### src/rtl/video_timing_pkg.sv
// Shared timing defaults, pattern encodings and colour-bar palette for the
// video test-pattern source.
package video_timing_pkg;

    // 640x480@60 default raster timing
    localparam int DEF_H_ACTIVE = 640;
    localparam int DEF_H_FP     = 16;
    localparam int DEF_H_SYNC   = 96;
    localparam int DEF_H_BP     = 48;
    localparam int DEF_V_ACTIVE = 480;
    localparam int DEF_V_FP     = 10;
    localparam int DEF_V_SYNC   = 2;
    localparam int DEF_V_BP     = 33;
    localparam int DEF_COORD_W  = 12;

    // pattern_sel encodings
    localparam logic [1:0] PAT_SOLID = 2'd0;
    localparam logic [1:0] PAT_BARS  = 2'd1;
    localparam logic [1:0] PAT_CHECK = 2'd2;
    localparam logic [1:0] PAT_GRAD  = 2'd3;

    // Colour-bar palette, {r,g,b}
    localparam logic [23:0] COL_WHITE   = 24'hFFFFFF;
    localparam logic [23:0] COL_YELLOW  = 24'hFFFF00;
    localparam logic [23:0] COL_CYAN    = 24'h00FFFF;
    localparam logic [23:0] COL_GREEN   = 24'h00FF00;
    localparam logic [23:0] COL_MAGENTA = 24'hFF00FF;
    localparam logic [23:0] COL_RED     = 24'hFF0000;
    localparam logic [23:0] COL_BLUE    = 24'h0000FF;
    localparam logic [23:0] COL_BLACK   = 24'h000000;

    // Map a bar index (left to right) to its colour
    function automatic logic [23:0] bar_colour(input logic [2:0] idx);
        logic [23:0] col;
        case (idx)
            3'd0:    col = COL_WHITE;
            3'd1:    col = COL_YELLOW;
            3'd2:    col = COL_CYAN;
            3'd3:    col = COL_GREEN;
            3'd4:    col = COL_MAGENTA;
            3'd5:    col = COL_RED;
            3'd6:    col = COL_BLUE;
            3'd7:    col = COL_BLACK;
            default: col = COL_BLACK;
        endcase
        return col;
    endfunction

endpackage

### src/rtl/video_timing_counter.sv
// Raster position counters with combinational decode of the current position:
// active-video enable, sync levels and end-of-line / end-of-frame markers.
module video_timing_counter
    import video_timing_pkg::*;
#(
    parameter int   H_ACTIVE = DEF_H_ACTIVE,
    parameter int   H_FP     = DEF_H_FP,
    parameter int   H_SYNC   = DEF_H_SYNC,
    parameter int   H_BP     = DEF_H_BP,
    parameter int   V_ACTIVE = DEF_V_ACTIVE,
    parameter int   V_FP     = DEF_V_FP,
    parameter int   V_SYNC   = DEF_V_SYNC,
    parameter int   V_BP     = DEF_V_BP,
    parameter logic HS_POL   = 1'b1,
    parameter logic VS_POL   = 1'b1,
    parameter int   COORD_W  = DEF_COORD_W
) (
    input  logic               clk_i,
    input  logic               rst_i,
    output logic [COORD_W-1:0] hc_o,
    output logic [COORD_W-1:0] vc_o,
    output logic               de_o,
    output logic               hsync_o,
    output logic               vsync_o,
    output logic               line_end_o,
    output logic               frame_end_o
);

    localparam logic [COORD_W-1:0] ZERO_C     = COORD_W'(0);
    localparam logic [COORD_W-1:0] ONE_C      = COORD_W'(1);
    localparam logic [COORD_W-1:0] H_ACT_C    = COORD_W'(H_ACTIVE);
    localparam logic [COORD_W-1:0] HS_BEG_C   = COORD_W'(H_ACTIVE + H_FP);
    localparam logic [COORD_W-1:0] HS_END_C   = COORD_W'(H_ACTIVE + H_FP + H_SYNC);
    localparam logic [COORD_W-1:0] H_LAST_C   = COORD_W'(H_ACTIVE + H_FP + H_SYNC + H_BP - 1);
    localparam logic [COORD_W-1:0] V_ACT_C    = COORD_W'(V_ACTIVE);
    localparam logic [COORD_W-1:0] VS_BEG_C   = COORD_W'(V_ACTIVE + V_FP);
    localparam logic [COORD_W-1:0] VS_END_C   = COORD_W'(V_ACTIVE + V_FP + V_SYNC);
    localparam logic [COORD_W-1:0] V_LAST_C   = COORD_W'(V_ACTIVE + V_FP + V_SYNC + V_BP - 1);

    logic [COORD_W-1:0] hc_q, hc_d;
    logic [COORD_W-1:0] vc_q, vc_d;

    // Next position: hc wraps each line, vc steps only at end of line
    always_comb begin
        hc_d = hc_q;
        vc_d = vc_q;
        if (hc_q == H_LAST_C) begin
            hc_d = ZERO_C;
            if (vc_q == V_LAST_C) begin
                vc_d = ZERO_C;
            end else begin
                vc_d = vc_q + ONE_C;
            end
        end else begin
            hc_d = hc_q + ONE_C;
        end
    end

    // Position registers, restart at (0,0) on reset
    always_ff @(posedge clk_i) begin
        if (rst_i) begin
            hc_q <= ZERO_C;
            vc_q <= ZERO_C;
        end else begin
            hc_q <= hc_d;
            vc_q <= vc_d;
        end
    end

    // Decode of the current position; the caller registers these
    always_comb begin
        de_o        = (hc_q < H_ACT_C) && (vc_q < V_ACT_C);
        hsync_o     = ((hc_q >= HS_BEG_C) && (hc_q < HS_END_C)) ? HS_POL : ~HS_POL;
        vsync_o     = ((vc_q >= VS_BEG_C) && (vc_q < VS_END_C)) ? VS_POL : ~VS_POL;
        line_end_o  = (hc_q == H_LAST_C);
        frame_end_o = (hc_q == H_LAST_C) && (vc_q == V_LAST_C);
    end

    assign hc_o = hc_q;
    assign vc_o = vc_q;

endmodule

### src/rtl/video_pattern_gen.sv
// Frame-coherent raster timing and test-pattern source. Every output is
// registered from the same counter position, one cycle behind the counters.
module video_pattern_gen
    import video_timing_pkg::*;
#(
    parameter int   H_ACTIVE = DEF_H_ACTIVE,
    parameter int   H_FP     = DEF_H_FP,
    parameter int   H_SYNC   = DEF_H_SYNC,
    parameter int   H_BP     = DEF_H_BP,
    parameter int   V_ACTIVE = DEF_V_ACTIVE,
    parameter int   V_FP     = DEF_V_FP,
    parameter int   V_SYNC   = DEF_V_SYNC,
    parameter int   V_BP     = DEF_V_BP,
    parameter logic HS_POL   = 1'b1,
    parameter logic VS_POL   = 1'b1,
    parameter int   COORD_W  = DEF_COORD_W
) (
    input  logic               pix_clk_i,
    input  logic               rst_i,
    input  logic [1:0]         pattern_sel_i,
    input  logic [23:0]        solid_rgb_i,
    output logic               de_o,
    output logic               hsync_o,
    output logic               vsync_o,
    output logic [COORD_W-1:0] x_o,
    output logic [COORD_W-1:0] y_o,
    output logic [7:0]         r_o,
    output logic [7:0]         g_o,
    output logic [7:0]         b_o,
    output logic               frame_start_o,
    output logic [7:0]         frame_cnt_o
);

    localparam logic [COORD_W-1:0] ZERO_C     = COORD_W'(0);
    localparam logic [COORD_W-1:0] ONE_C      = COORD_W'(1);
    localparam logic [COORD_W-1:0] BAR_LAST_C = COORD_W'(H_ACTIVE / 8 - 1);

    logic [COORD_W-1:0] hc_s, vc_s;
    logic               de_s, hsync_s, vsync_s, line_end_s, frame_end_s;
    logic               frame_start_s;
    logic [23:0]        rgb_s;

    // Pattern state: latched pattern, frame counter, bar sub-counter
    logic [1:0]         pattern_q, pattern_d;
    logic [7:0]         frame_cnt_q, frame_cnt_d;
    logic [COORD_W-1:0] bar_px_q, bar_px_d;
    logic [2:0]         bar_idx_q, bar_idx_d;

    // Output register stage
    logic               de_q, hsync_q, vsync_q, frame_start_q;
    logic [COORD_W-1:0] x_q, y_q;
    logic [23:0]        rgb_q;
    logic [7:0]         frame_cnt_out_q;

    video_timing_counter #(
        .H_ACTIVE (H_ACTIVE), .H_FP (H_FP), .H_SYNC (H_SYNC), .H_BP (H_BP),
        .V_ACTIVE (V_ACTIVE), .V_FP (V_FP), .V_SYNC (V_SYNC), .V_BP (V_BP),
        .HS_POL   (HS_POL),   .VS_POL (VS_POL), .COORD_W (COORD_W)
    ) u_timing (
        .clk_i       (pix_clk_i),
        .rst_i       (rst_i),
        .hc_o        (hc_s),
        .vc_o        (vc_s),
        .de_o        (de_s),
        .hsync_o     (hsync_s),
        .vsync_o     (vsync_s),
        .line_end_o  (line_end_s),
        .frame_end_o (frame_end_s)
    );

    assign frame_start_s = (hc_s == ZERO_C) && (vc_s == ZERO_C);

    // Frame-boundary latching and bar tracking that stays aligned with hc
    always_comb begin
        pattern_d   = pattern_q;
        frame_cnt_d = frame_cnt_q;
        bar_px_d    = bar_px_q;
        bar_idx_d   = bar_idx_q;
        if (frame_end_s) begin
            pattern_d   = pattern_sel_i;
            frame_cnt_d = frame_cnt_q + 8'd1;
        end else begin
            pattern_d   = pattern_q;
            frame_cnt_d = frame_cnt_q;
        end
        if (line_end_s) begin
            bar_px_d  = ZERO_C;
            bar_idx_d = 3'd0;
        end else if (bar_px_q == BAR_LAST_C) begin
            bar_px_d  = ZERO_C;
            bar_idx_d = bar_idx_q + 3'd1;
        end else begin
            bar_px_d  = bar_px_q + ONE_C;
        end
    end

    // Pattern state registers
    always_ff @(posedge pix_clk_i) begin
        if (rst_i) begin
            pattern_q   <= PAT_SOLID;
            frame_cnt_q <= 8'd0;
            bar_px_q    <= ZERO_C;
            bar_idx_q   <= 3'd0;
        end else begin
            pattern_q   <= pattern_d;
            frame_cnt_q <= frame_cnt_d;
            bar_px_q    <= bar_px_d;
            bar_idx_q   <= bar_idx_d;
        end
    end

    // Pixel colour for the current position; blank outside active video
    always_comb begin
        rgb_s = 24'h000000;
        if (de_s) begin
            case (pattern_q)
                PAT_SOLID: rgb_s = solid_rgb_i;
                PAT_BARS:  rgb_s = bar_colour(bar_idx_q);
                PAT_CHECK: rgb_s = (hc_s[5] ^ vc_s[5]) ? COL_BLACK : COL_WHITE;
                PAT_GRAD:  rgb_s = {hc_s[7:0] + frame_cnt_q, vc_s[7:0], 8'h80};
                default:   rgb_s = 24'h000000;
            endcase
        end else begin
            rgb_s = 24'h000000;
        end
    end

    // Output registers, all sampled from the same counter position
    always_ff @(posedge pix_clk_i) begin
        if (rst_i) begin
            de_q            <= 1'b0;
            hsync_q         <= ~HS_POL;
            vsync_q         <= ~VS_POL;
            x_q             <= ZERO_C;
            y_q             <= ZERO_C;
            rgb_q           <= 24'h000000;
            frame_start_q   <= 1'b0;
            frame_cnt_out_q <= 8'd0;
        end else begin
            de_q            <= de_s;
            hsync_q         <= hsync_s;
            vsync_q         <= vsync_s;
            x_q             <= hc_s;
            y_q             <= vc_s;
            rgb_q           <= rgb_s;
            frame_start_q   <= frame_start_s;
            frame_cnt_out_q <= frame_cnt_q;
        end
    end

    assign de_o          = de_q;
    assign hsync_o       = hsync_q;
    assign vsync_o       = vsync_q;
    assign x_o           = x_q;
    assign y_o           = y_q;
    assign r_o           = rgb_q[23:16];
    assign g_o           = rgb_q[15:8];
    assign b_o           = rgb_q[7:0];
    assign frame_start_o = frame_start_q;
    assign frame_cnt_o   = frame_cnt_out_q;

endmodule

### config.mk
export PLATFORM = sky130hd
export DESIGN_NAME = video_pattern_gen
export DESIGN_NICKNAME = d
export VERILOG_FILES = /design/src/rtl/video_timing_pkg.sv /design/src/rtl/video_timing_counter.sv /design/src/rtl/video_pattern_gen.sv
export SDC_FILE = /design/constraint.sdc
export NUM_CORES = 1
export LEC_CHECK = 0
export ABC_AREA = 1
export CAP_MARGIN = 10
export CELL_PAD_IN_SITES_DETAIL_PLACEMENT = 1
export CELL_PAD_IN_SITES_GLOBAL_PLACEMENT = 1
export CORE_ASPECT_RATIO = 0.8
export CORE_MARGIN = 5
export CORE_UTILIZATION = 38
export DETAILED_ROUTE_END_ITERATION = 12
export PLACE_DENSITY = 0.76
export SLEW_MARGIN = 20
export SYNTH_ARGS = -nofsm -noshare
export SYNTH_HDL_FRONTEND = slang
export SYNTH_SLANG_ARGS = --single-unit
### constraint.sdc
create_clock -name pix_clk_i -period 2.3 [get_ports pix_clk_i]
set_clock_uncertainty 0.15 [all_clocks]
set_input_delay 0.46 -clock pix_clk_i [delete_from_list [all_inputs] [get_ports pix_clk_i]]
set_output_delay 0.46 -clock pix_clk_i [all_outputs]
set_load 0.02 [all_outputs]
Word level (Yosys, flattened, before mapping) --
Memories as Yosys holds them, arrays and structs flattened. A register that Yosys moved wholly into a read port is not among the register bits. Cells that the tools add are included. Widths: inputs -> output; s select.
Storage, ports and cells: memories kept 1, register bits 109, bits in read-only memories 192, logic and storage cells 53, input bits 28, output and inout bits 60
Operators by class: multiplexer cells 7, reductions and logical operators 11, bitwise logic cells 2, order comparisons 6, equality and inequality tests 6, add/subtract/negate cells 6
Memories:
- (name not given) | words 8, width 24, rd ports 1, clocked after memory_dff 1, wr ports 0, RTL line video_timing_pkg.sv:35 | case (idx)
Operator list (count):
- $pmux 24 s4 | 1
- $add 12x1->12 const B | 3
- $eq 12x10->1 const B | 2
- $logic_not 12->1 | 2
- $lt 12x10->1 const B | 2
- $lt 12x9->1 const B | 2
- $mux 24 | 1
- $eq 12x7->1 const B | 1
- $ge 12x10->1 const B | 1
- $ge 12x9->1 const B | 1
- $mux 12 | 1
- $add 8x1->8 const B | 1
- $add 8x8->8 | 1
- $mux 3 | 2
- $logic_and 1x1->1 | 5
- $eq 2x2->1 const B | 2
- $reduce_or 2->1 | 2
- $add 3x1->3 const B | 1
- $reduce_or 3->1 | 1
- $eq 2x1->1 const B | 1
- $logic_not 2->1 | 1
- $mux 1 | 2
- $not 1->1 | 1
- $xor 1x1->1 | 1

Longest topological paths before layout --
Gate-level depths: netlist of run 1.
word-level depth 4, depth in mapped cells 11, gate-level depth less buffers 11

Hierarchy --
From an unflattened synthesis of run 1, not the netlist that was laid out.
Unflattened totals: cell total of the unflattened synthesis 674, area total of the unflattened synthesis 5052.3 sq um
Modules (own cells, without submodules):
- video_pattern_gen | cells each 449, area an instance 3504.6 sq um, seq. area each 1761.7 sq um, times used 1
- video_timing_counter | cells each 225, area an instance 1547.7 sq um, seq. area each 480.5 sq um, times used 1

Least setup slack after synthesis of run 1 --
No wires, ideal clock.
path type register to register, start register u_timing.hc_q[0] (netlist: u_timing.hc_o[0]), end register rgb_q[22], stages on the path, launching flop included 12, path slack 596 ps, data required time 2031 ps, setup time 119 ps, path buffers 0, period minus slack after synthesis 1704 ps, data arrival time 1434 ps, path through dfxtp_1 -> ha_1 -> inv_1 -> fa_1 -> inv_1 -> nand2_1 -> nand2_1 -> nand3b_1 -> nand2_1 -> nand2_1 -> nand3_1 -> a21oi_1
Between the ends: longest elaborated chain between the ends 4, elaborated cells on any way between the ends 6, classes of those cells add/sub (1); order compare (1); mux (1); bitwise (1); reduce/logical (2)
RTL lines:
- from (decl) | RTL line video_timing_counter.sv:40 | logic [COORD_W-1:0] hc_q, hc_d;
- from (signal assigned) | RTL line video_timing_counter.sv:62 | hc_q <= ZERO_C;
- from (signal assigned) | RTL line video_timing_counter.sv:65 | hc_q <= hc_d;
- $lt 12x10->1 | RTL line video_timing_counter.sv:72 | de_o = (hc_q < H_ACT_C) && (vc_q < V_ACT_C);
- $logic_and 1x1->1 | RTL line video_timing_counter.sv:72
- $not 1->1 (no source line)
- $reduce_or 2->1 (no source line)
- to (signal assigned) | RTL line video_pattern_gen.sv:145 | rgb_q <= rgb_s;
- to (decl) | RTL line video_pattern_gen.sv:52 | logic [23:0] rgb_q;
Parallel ways exist; a longest one is shown, timed or not. A chain may end at the register's enable or synchronous reset.

==> run metrics, run 1 <==
CP startpoint kind flip-flop; design area 0.00611 sq mm; via count 4,354; CTS tree yes; Avg WL per Cell 15.8 um; First-pass DRT Iterations 4; clk_lat worst skew 360 ps; CTS sink count 112; Leak 2.38 nW; worst hold path type reg -> reg; share of the yosys chip area belonging to registers 46.6%; Worst-path clk slew 70 ps; number of synthesized register bits 112; Syn Area/Cell 7.70 sq um; DRT iter0 DRCs 117; Num CTS Buffers 9; fin cells 887; Pwr Total 0.00369 W; critical path class reg -> reg; Reg power frac 54.0%; Cell Area, Placed 0.00584 sq mm; clock buffer depth 2; hold_buf cts 0; worst vdd ir 0.000472 V; cell count after placement 871; drt drc 0; final hold violation count 0; reg2reg start u_timing.hc_o[0]$_SDFF_PP0_; Root Buffer clkbuf_16; I/O Pins 88; vias in the first global route 4,678; HPWL Detailed 10.7 mm; switch share 23.3%; HP Start bar_px_q[0]$_SDFF_PP0_; Total GRT Usage 19.3%; Die W 136 um; R2R depth 9; antenna-violating nets left 0; grt total ovfl 0; max-cap violations 0; Syn-to-layout area delta 27.0%; Worst Tran Pin Value 482 ps; Synth Cell Area 0.00481 sq mm; initial antenna violation count 0; Setup TNS 0 ps; status finished, final reports clean; Slew HR 67.5%; Synth Net Count 668; Die H 111 um; final period utilization 87.3%; n_diodes 0; global-route wire length before repair 23.7 mm; CORE AREA 0.0123 sq mm; # setup viols final 0; H-Tree Depth 3; worst hold stages 1; fin. max-slew vios 0; largest net degree at the start of global routing 28; CP endpoint kind flip-flop; post-layout net count 755; combinational share of power 6.6%; Syn Inst Count 624; RePlAce Congestion 0.855; Critical Path RT 2450 ps; crit-path max FO 11; Routed WL 14.0 mm; post-CTS sizing 0; pwr/cell area 604 mW/mm^2; Netlist cell types 38; Int Power 0.00283 W; Vias/cell 4.91; total die area 0.0150 sq mm; Psw 0.000860 W; Initial Util 39.1%; Min-Delay Endpoint bar_px_q[0]$_SDFF_PP0_; unrepaired setup endpoints after global routing no; critical path arrival 2160 ps; Warnings, synthesis 0; clock network fraction of total power 39.4%; Filler cells 1,530; min Tclk post-route 2010 ps; r2r setup slk 290 ps; Port Buffers 87; share of cells above drive strength 1 6.01%; Setup Buffers After CTS 0; Max Clock Freq 498 MHz; Cell Rows 36; Fin Hold WS 322 ps
-- power groups by stage --
| stage | Combinational (W) | Clock (W) | Sequential, W |
|---|---|---|---|
| 2_1_floorplan | 0.0000770 | 0 | 0.00207 |
| 3_3_place_gp | 0.000242 | 0 | 0.00204 |
| 3_5_place_dp | 0.000246 | 0 | 0.00204 |
| 4_1_cts | 0.000248 | 0.00150 | 0.00199 |
| 5_1_grt | 0.000267 | 0.00157 | 0.00200 |
| 6_report | 0.000244 | 0.00145 | 0.00199 |
-- synth_stat cells (all sizes together) --
cell type | number | area [sq um]
nand2 | 129 | 497
dfxtp | 112 | 2240
nor2 | 104 | 423
inv | 67 | 251
a21oi | 45 | 225
nand3 | 33 | 180
xor2 | 20 | 175
o21ai | 19 | 95.1
nor3 | 17 | 95.1
ha | 15 | 188
nand4 | 14 | 93.8
buf | 12 | 76.3
a41oi | 7 | 61.3
clkbuf | 6 | 23.8
nand3b | 6 | 45.0
or2 | 4 | 25.0
nor4 | 3 | 18.8
o21a | 3 | 22.5
nor3b | 2 | 15.0
a31oi | 1 | 6.26
and3 | 1 | 6.26
fa | 1 | 20.0
o211ai | 1 | 7.51
o22ai | 1 | 6.26
o31ai | 1 | 7.51
-- worst max-delay path, cell delays in order (launching register included) --
cell	delay, ps
dfxtp_1	440
ha_1	230
nand2_2	90
nor2_4	180
nand3_2	110
nor2_4	160
nor2_4	80
inv_1	310
a21oi_1	110
inv_1	80
-- kinds of logic after synthesis --
kind of cell             Yosys count  synth area share [%]
XOR/XNOR                          20                  3.64
adder cells (fa/ha/maj)           16                  4.32
AO/OA/AOI/OAI                     78                  8.98
AND/OR/NAND/NOR                  313                  29.1
buffers and inverters             85                  7.31
flip-flops                       112                  46.6
-- worst max-delay path by stage --
stage / from / to / slack, ps / cells after the start
global placement: u_timing.hc_o[0]$_SDFF_PP0_ / bar_idx_q[1]$_SDFFE_PP0P_ / 360 / 8
floorplan: u_timing.hc_o[0]$_SDFF_PP0_ / rgb_q[22]$_SDFF_PP0_ / 600 / 11
CTS: u_timing.hc_o[0]$_SDFF_PP0_ / bar_px_q[7]$_SDFF_PP0_ / 280 / 8
finish: u_timing.hc_o[0]$_SDFF_PP0_ / flip-flop / 290 / 9
detailed placement: u_timing.hc_o[0]$_SDFF_PP0_ / bar_px_q[7]$_SDFF_PP0_ / 300 / 8
global route: u_timing.hc_o[0]$_SDFF_PP0_ / bar_px_q[9]$_SDFF_PP0_ / 150 / 8
-- metal layers --
| metal | vias to the layer above | wire length [um] | track usage [%] |
|---|---|---|---|
| met5 | - | 0 | 0 |
| met4 | 0 | 91 | 3.56 |
| met2 | 88 | 6320 | 30.8 |
| met1 | 2075 | 6780 | 26.0 |
| li1 | 2183 | - | - |
| met3 | 8 | 781 | 5.91 |
-- registers in the layout (all words and copies together) (netlist names), named ones only --
signal / flops
rgb_q: 24
bar_px_q: 12
u_timing.hc_o: 12
u_timing.vc_o: 12
x_o: 12
y_o: 12
frame_cnt_o: 8
frame_cnt_q: 8
bar_idx_q: 3
pattern_q: 2
de_o: 1
frame_start_o: 1
hsync_o: 1
vsync_o: 1
-- area by class of cell --
cell class                      count  area (sq um)  area share [%]
Inverter                           67           251            4.12
Clock inverter                      5          33.8           0.553
Timing Repair Buffer               94           918            15.0
Multi-Input combinational cell    427          2210            36.2
Tap cell                          171           214            3.50
Sequential cell                   112          2240            36.7
Clock buffer                       11           233            3.81
-- layout by cell type (no fill, tap or decap), types with 2 or more instances in the layout --
cell / count
nand2_1: 124
dfxtp_1: 112
nor2_1: 99
clkdlybuf4s50_1: 86
inv_1: 65
a21oi_1: 45
nand3_1: 30
xor2_1: 20
o21ai_0: 18
nor3_1: 15
ha_1: 15
nand4_1: 13
clkbuf_16: 9
a41oi_1: 7
buf_4: 7
nand3b_1: 6
nand2_2: 5
nor2_4: 4
nor4_1: 3
nand3_2: 3
o21a_1: 3
or2_2: 3
inv_2: 2
nor3_2: 2
nor3b_1: 2
clkbuf_1: 2
clkinvlp_4: 2
clkinv_2: 2
-- through the flow --
stage / worst slack (ps) / util (%)
final: 293 / 49.7
after global routing: 154 / 49.7
after CTS: 281 / 49.7
after detailed placement: 304 / 47.5
after global placement: 364 / 47.5
after floorplan: 596 / -
(Power assumes the default switching activity.)
==> run 2, diff against run 1 <==
- SLEW_MARGIN: 20 -> 40
==> results of run 2 <==
No change in the layout: final DEF, timing and power equal those of run 1.
==> run 3, diff against run 2 <==
- clock period: 2.3 -> 2.2 ns (I/O delays scaled with it)
==> run 3 against run 2 <==
Compared with the run above: first-iteration DRC count grew 100%; final area rose by 0.80%; clock power rose by 15%; sequential power grew 5%; flip-flop and latch count unchanged.
==> run metrics, run 3 (synthesized netlist as in run 1, its figures left out) <==
status finished, final reports clean; CP bufs+invs 2 (unchanged); HPWL Detailed 10.6 mm (-1.2%); fin. max-slew vios 0 (unchanged); Syn-to-layout area delta 28.0%; Num CTS Buffers 9 (unchanged); First-pass DRT Iterations 6 (+2); post-layout net count 757 (+0.26%); Die W 136 um (unchanged); Avg WL per Cell 15.6 um (-1.1%); Int Power 0.00311 W (+9.9%); commonest non-fill, non-tap cells in the layout 124 x nand2_1, 112 x dfxtp_1, 99 x nor2_1; via count 4,318 (-0.83%); DP Worst Slack 244 ps (-60.9 ps); Worst-path clk slew 70 ps (about the same); total die area 0.0150 sq mm (unchanged); clk_lat worst skew 340 ps (-20 ps); H-Tree Depth 3 (unchanged); fin cells 889 (+0.23%); clock network fraction of total power 41.6% (+2.2 points); CP most frequent cell nand2_1; # setup viols final 0 (unchanged); n_diodes 0 (unchanged); Max Clock Freq 510 MHz (+2.5%); Total GRT Usage 18.8% (-0.51 points); CP startpoint kind flip-flop; largest net degree at the start of global routing 30 (+7.1%); post-CTS sizing 0 (unchanged); clock buffer depth 2 (unchanged); Critical Path RT 2280 ps (-170 ps); CTS sink count 112 (unchanged); pwr/cell area 651 mW/mm^2 (+7.7%); crit-path max FO 6 (-5); I/O Pins 88 (unchanged); final period utilization 89.0% (+1.8 points); CP endpoint kind flip-flop; vias in the first global route 4,534 (-3.1%); critical-path cell list ha_1, inv_1, fa_1, inv_1, nand2_1, nand2_1, nand3b_1, nand2_1, nand2_1, nand3_1, a21oi_1; Cell Rows 36 (unchanged); Leak 2.40 nW (+1.0%); initial antenna violation count 0 (unchanged); switch share 22.4% (-0.94 points); RePlAce Congestion 0.856 (about the same); Slew HR 62.7% (-4.8 points); Vias/cell 4.86 (-1.0%); critical path arrival 2040 ps (-120 ps); delay-heaviest family, CP adder cells; Psw 0.000896 W (+4.2%); Root Buffer clkbuf_16; Most flops, register rgb_q; Initial Util 39.1% (unchanged); Routed WL 13.9 mm (-0.87%); post-layout worst setup margin 241 ps (-51.6 ps); final hold violation count 0 (unchanged); global-route wire length before repair 23.1 mm (-2.7%); Max stage delay on crit path 440 ps (about the same); max-cap violations 0 (unchanged); Die H 111 um (unchanged); most common cell after layout, fill and taps aside nand2_1; critical path class reg -> reg; Core Util, Final 50.1% (+0.40 points); drt drc 0 (unchanged); cell count after placement 873 (+0.23%); worst hold path type reg -> reg; share of cells above drive strength 1 6.27% (+0.26 points); hold_buf cts 0 (unchanged); Largest register FFs 24 (unchanged); DRT iter0 DRCs 235 (+100%); Worst Tran Pin Value 554 ps (+71.7 ps); worst vdd ir 0.000397 V (-16%); Setup TNS 0 ps (unchanged); grt total ovfl 0 (unchanged); unrepaired setup endpoints after global routing no; Port Buffers 87 (unchanged); CORE AREA 0.0123 sq mm (unchanged); Setup Buffers After CTS 0 (unchanged); Reg power frac 52.0% (-2.0 points); CTS tree yes; min Tclk post-route 1960 ps (-48.4 ps); antenna-violating nets left 0 (unchanged); Slowest-stage cell, CP dfxtp_1; combinational share of power 6.4% (-0.2 points)
run 3: cell count changes in the layout (fill, tap and decap cells not counted):
| cell | before | now |
|---|---|---|
| buf_4 | 7 | 9 |
| bufinv_16 | 0 | 1 |
| clkbuf_8 | 0 | 1 |
| clkinv_2 | 2 | 0 |
run 3: final timing paths:
path | slack (ps) | start | endpoint | cells after the start
max | 240 | u_timing.hc_o[0]$_SDFF_PP0_ | rgb_q[22]$_SDFF_PP0_ | 11
min | 310 | bar_px_q[0]$_SDFF_PP0_ | bar_px_q[0]$_SDFF_PP0_ | 1
max reg2reg | 240 | u_timing.hc_o[0]$_SDFF_PP0_ | rgb_q[22]$_SDFF_PP0_ | 11
min reg2reg | 310 | bar_px_q[0]$_SDFF_PP0_ | bar_px_q[0]$_SDFF_PP0_ | 1
run 3: layout make-up:
cell class	count	area, sq um
clock buffer	12	246
fill	1530	6140
sequential	112	2240
tap	171	214
timing repair buffer	96	933
multi-input combinational	427	2210
clock inverter	4	53.8
inverter	67	251
run 3: power groups by stage:
stage | Combinational [W] | Clock [W] | Sequential, W
after global placement | 0.000251 | 0 | 0.00213
after global routing | 0.000275 | 0.00178 | 0.00209
after detailed placement | 0.000256 | 0 | 0.00213
final | 0.000255 | 0.00167 | 0.00208
after floorplan | 0.0000805 | 0 | 0.00217
after CTS | 0.000258 | 0.00170 | 0.00208
run 3: per-layer routing:
metal | wire, um | share of wire [%] | vias to the layer above | GRT usage [%]
met1 | 7180 | 52 | 2049 | 27.0
met4 | 95 | 0.69 | 0 | 3.76
met2 | 6080 | 44 | 81 | 29.3
met5 | 0 | 0 | - | 0
li1 | - | - | 2182 | -
met3 | 494 | 3.6 | 6 | 3.82
run 3: stage by stage:
stage	hold WS [ps]	power, W	instance area [sq um]
3_5_place_dp	306	0.00239	5850
5_1_grt	329	0.00414	6150
3_3_place_gp	274	0.00238	5850
4_1_cts	318	0.00404	6150
6_report	313	0.00401	6150
2_1_floorplan	267	0.00225	4810
